### config.mk
export PLATFORM = sky130hd
export DESIGN_NAME = seq_detect_fsm
export DESIGN_NICKNAME = d
export VERILOG_FILES = /design/src/rtl/seq_det_pkg.sv /design/src/rtl/sat_counter.sv /design/src/rtl/seq_detect_fsm.sv
export SDC_FILE = /design/constraint.sdc
export NUM_CORES = 1
export LEC_CHECK = 0
export ABC_AREA = 1
export CAP_MARGIN = 15
export CELL_PAD_IN_SITES_DETAIL_PLACEMENT = 0
export CELL_PAD_IN_SITES_GLOBAL_PLACEMENT = 2
export CORE_MARGIN = 4
export CORE_UTILIZATION = 27
export CTS_CLUSTER_DIAMETER = 100
export DETAILED_ROUTE_END_ITERATION = 12
export GPL_ROUTABILITY_DRIVEN = 0
export PLACE_DENSITY = 0.79
export SYNTH_ARGS = -nofsm -noshare
export SYNTH_HDL_FRONTEND = slang
export SYNTH_SLANG_ARGS = --single-unit
### constraint.sdc
create_clock -name clk -period 1.8 [get_ports clk]
set_clock_uncertainty 0.2 [all_clocks]
set_input_delay 0.54 -clock clk [delete_from_list [all_inputs] [get_ports clk]]
set_output_delay 0.54 -clock clk [all_outputs]
set_load 0.01 [all_outputs]
### src/rtl/seq_det_pkg.sv
// rtl/seq_det_pkg.sv - shared state encodings and parameter bounds for the sequence detector
package seq_det_pkg;

  typedef enum logic [1:0] {
    EMPTY = 2'd0,
    FILL  = 2'd1,
    ARMED = 2'd2
  } state_t;

  localparam int PAT_W_MIN = 2;
  localparam int PAT_W_MAX = 16;
  localparam int CNT_W_MIN = 1;
  localparam int CNT_W_MAX = 16;

  // Occupancy of the shift register maps directly onto the FSM state.
  function automatic state_t state_of(input int fc, input int full);
    if (fc == 0) return EMPTY;
    else if (fc >= full) return ARMED;
    else return FILL;
  endfunction

endpackage

### src/rtl/sat_counter.sv
// rtl/sat_counter.sv - W-bit up counter that sticks at all-ones
module sat_counter #(
  parameter int W = 8
) (
  input  logic         clk,
  input  logic         rst,
  input  logic         inc,
  output logic [W-1:0] q
);

  always_ff @(posedge clk or negedge rst) begin
    if (!rst) begin
      q <= '0;
    end else if (inc && (q != {W{1'b1}})) begin
      q <= q + 1'b1;
    end
  end

endmodule

### src/rtl/seq_detect_fsm.sv
// rtl/seq_detect_fsm.sv - serial pattern detector with fill-tracking FSM and optional match counter
// Define SEQ_DET_CNT_EN to build the saturating match counter; otherwise match_cnt is tied to zero.
module seq_detect_fsm
  import seq_det_pkg::*;
#(
  parameter int PAT_W = 4,
  parameter int CNT_W = 8
) (
  input  logic             clk,
  input  logic             rst,
  input  logic             en,
  input  logic             i,
  input  logic [PAT_W-1:0] pattern,
  input  logic             overlap,
  output logic             j,
  output logic [CNT_W-1:0] match_cnt,
  output logic             armed
);

  localparam int FC_W = $clog2(PAT_W + 1);

  state_t           state, state_nxt;
  logic [PAT_W-1:0] sr, sr_nxt, sr_post, pattern_q;
  logic [FC_W-1:0]  fc, fc_nxt;
  logic             j_nxt, pat_chg, hit;

  always_ff @(posedge clk or negedge rst) begin
    if (!rst) begin
      state     <= EMPTY;
      sr        <= '0;
      fc        <= '0;
      pattern_q <= '0;
      j         <= 1'b0;
    end else begin
      state     <= state_nxt;
      sr        <= sr_nxt;
      fc        <= fc_nxt;
      pattern_q <= pattern;
      j         <= j_nxt;
    end
  end

  always_comb begin
    sr_nxt  = sr;
    fc_nxt  = fc;
    sr_post = {sr[PAT_W-2:0], i};
    pat_chg = (pattern != pattern_q);
    // The completing bit only counts once PAT_W-1 valid bits are already held.
    hit     = en && !pat_chg && (fc >= FC_W'(PAT_W - 1)) && (sr_post == pattern_q);
    j_nxt   = hit;

    if (en) begin
      sr_nxt = sr_post;
    end

    if (pat_chg) begin
      fc_nxt = '0;
    end else if (en) begin
      if (hit && !overlap) begin
        fc_nxt = '0;
      end else if (fc != FC_W'(PAT_W)) begin
        fc_nxt = fc + 1'b1;
      end
    end

    state_nxt = state_of(int'(fc_nxt), PAT_W);
  end

  assign armed = (state == ARMED);

`ifdef SEQ_DET_CNT_EN
  sat_counter #(.W(CNT_W)) u_cnt (
    .clk (clk),
    .rst (rst),
    .inc (j_nxt),
    .q   (match_cnt)
  );
`else
  assign match_cnt = '0;
`endif

endmodule

==> results.md <==
- Clk Latency, worst-skew pair: around 0.27 ns
- DR vias: just over 600
- Post-route ant nets: 0
- CP Cell Sequence: clkdlybuf4s50_1, xor2_2, nor2_4, nand2_4, nor2_8, nand2_1, o21ai_2, nor2_2
- CTS tree: built
- RR Startpoint: fc[0]
- Die width: between 60 and 70 um
- Max_cap viols: 0
- Antenna cell count: 0
- Pleak: between 0.5 and 0.6 nW
- Post-layout util: 36.5%
- Min-delay src: pattern[3]
- Post-synth cell types: 21
- Crit-path max FO: 5
- Vias in the first global route: about 570
- Mux contribution to synthesized area: 0%
- GRT busiest layer: met2
- Ys Warns: 0
- Global-route wire length before repair: around 2.4 mm
- Grt met3 use: ~2.3%
- Fmax: ~0.57 GHz
- DIE AREA: about 3800 sq um
- Buf+Inv Stages, Crit Path: 1
- Setup TNS Final: 0 ns
- Core Box Area: roughly 2700 sq um
- Fin Hold WS: roughly 0.23 ns
- Layout Nets: 131
- Outcome: complete, no violations
- Grt met2 use: 14.2%
- Min Tclk post-route: about 1.8 ns
- Starting Density: between 20% and 30%
- Top-area cell type share of the netlist area: about two fifths
- Final Hold Viols: 0
- Delay of the slowest critical-path stage: 0.46 ns
- Pwr dens: ~590 nW/um^2
- Final Power: roughly 600 uW
- Reg-to-reg endpoint: state[0]
- Total track usage: under 10%
- Final period utilization: between 90% and 100%
- Post-synthesis area per instance: about 8 sq um
- Largest family of logic cells by synthesized area: simple AND/OR/NAND/NOR gates
- Area Overhead vs Synth: 29.8%
- DR iter-0 viols: 11
- Netlist Area Pre-Place: roughly 770 sq um
- HPWL Detailed: roughly 1.2 mm
- Crit path max-delay family: simple AND/OR/NAND/NOR gates
- H-tree depth: 1
- Simple-Gate Fraction of Synth Area: approximately 28%
- DP Area: 926 sq um
- CP arrival: ~1.7 ns
- CTS root buf: clkbuf_4
- Pins Over Slew Limit: 0
- Initial antenna violation count: 0
- Hold WC Path Type: in2reg
- Worst VDD drop: between 300 and 400 uV
- Worst Setup Start Kind: primary input
- TritonCTS Buffers: 3
- Register bit total from synthesis: 12
- Final instance area: approximately 1000 sq um
- Crit path required time: roughly 1.8 ns
- Layout cell share with drive strength beyond 1: 24.8%
- Worst path slowest cell: clkdlybuf4s50_1
- Met1 usage: around 10%
- Ports: 19
- Pin count of the biggest net entering global routing: 13
- Max Buffers Root-to-Sink: 2
- Final setup violation count: 0
- Hold Path End: pattern_q[3]
- RSZ-0062 raised after global routing: no
- Sequential fraction of the synthesis area: roughly two fifths
- Top cells by area, synth: dfrtp_1, nand2_1, buf_4
- Yosys top cell by area: dfrtp_1
- Worst R2R Path Depth: 10
- PortBufs: 10
- Post-synthesis adder-cell area fraction: under 10%
- Clock Pin Slew Worst Setup and Hold Paths: roughly 0.080 ns
- Worst Hold Depth: 1
- WS Path Type: in2reg
- CTS sink cnt: 12
- Compound-Gate Fraction of Synth Area: around 7.3%
- WL/cell: between 10 and 15 um
- Die height: slightly above 60 um
- Filler Cells Inserted: ~280
- DR pass1 iterations: 4
- CP endpoint kind: flip-flop
- XOR/XNOR Fraction of Synth Area: 3.42%
- # DRC: 0
- Reg-to-reg slack, setup: roughly 0.1 ns
- Site Rows: 19
- Final wirelength: approximately 1.5 mm
- Via/cell ratio: around 4.1
- GRT overflow: 0
- Mapped Cells: 96
-- metal layers --
metal  up-vias  routed length [um]
met3         2                 102
met2        13                 689
li1        311                   -
met5         -                   0
met4         0                  32
met1       278                 664
-- area by class of cell --
type / instances / area (sq um) / area share (%)
inverters: 16 / 60.1 / 6.02
clock buffers: 3 / 22.5 / 2.26
multi-input cells: 66 / 397 / 39.8
repair buffers: 20 / 179 / 17.9
well taps: 31 / 38.8 / 3.89
flip-flops and latches: 12 / 300 / 30.1
-- per-stage QoR --
step	std cells	worst slack [ns]
floorplan	103	0.198
global placement	143	-0.311
detailed placement	143	-0.336
CTS	146	0.00558
global route	148	0.00105
finish	148	0.0495
-- cells by family after synthesis --
logic type	after synthesis
and+or+nand+nor	44
buffers and inverters	25
DFF	12
AOI/OAI and AO/OA	8
xor gates and xnor gates	3
adders and majority gates	3
other	1
-- flip-flops by register name, summed over array words and instances (netlist names) --
| name | flops |
|---|---|
| fc | 3 |
| pattern_q | 4 |
| j | 1 |
| state | 1 |
| sr | 3 |
-- report_power, final --
group          internal, mW  total (mW)  switching (mW)
Clock                0.0774       0.167          0.0896
Combinational        0.0510       0.121          0.0701
Sequential            0.284       0.295          0.0113
-- worst max-delay path by stage --
stage / startpoint / to / cells after the start
2_1_floorplan: fc[0] / state[0] / 10
3_3_place_gp: pattern[3] / state[0] / 10
3_5_place_dp: pattern[3] / state[0] / 10
4_1_cts: fc[2] / armed / 3
5_1_grt: fc[0] / state[0] / 10
6_report: pattern[0] / state[0] / 8
-- cell usage after synthesis, drive strengths merged --
library cell / instances
dfrtp: 12
o21ai: 4
nor2: 13
buf: 9
nand3: 2
conb: 1
a21boi: 2
nand2: 28
nand4: 1
xor2: 3
a21oi: 2
inv: 16
ha: 3
-- cell usage in the layout (no fill, tap or decap), types with 2 or more instances in the layout --
cell             instances
clkdlybuf4s50_1          4
clkbuf_4                 3
dlymetal6s2s_1           4
conb_1                   8
dfrtp_1                 12
xor2_2                   2
nor2_2                   4
nor2_4                   2
o21ai_0                  3
inv_1                   15
nand2_1                 27
ha_1                     3
nor2_1                   6
buf_4                   10
-- timing repair --
action	CTS	global route
resized for setup	4	10
hold buffers	0	0
setup endpoints to repair	4	3
hold endpoints to repair	0	0
buffers inserted	0	2
pin swaps	2	4
(Power assumes the default switching activity.)
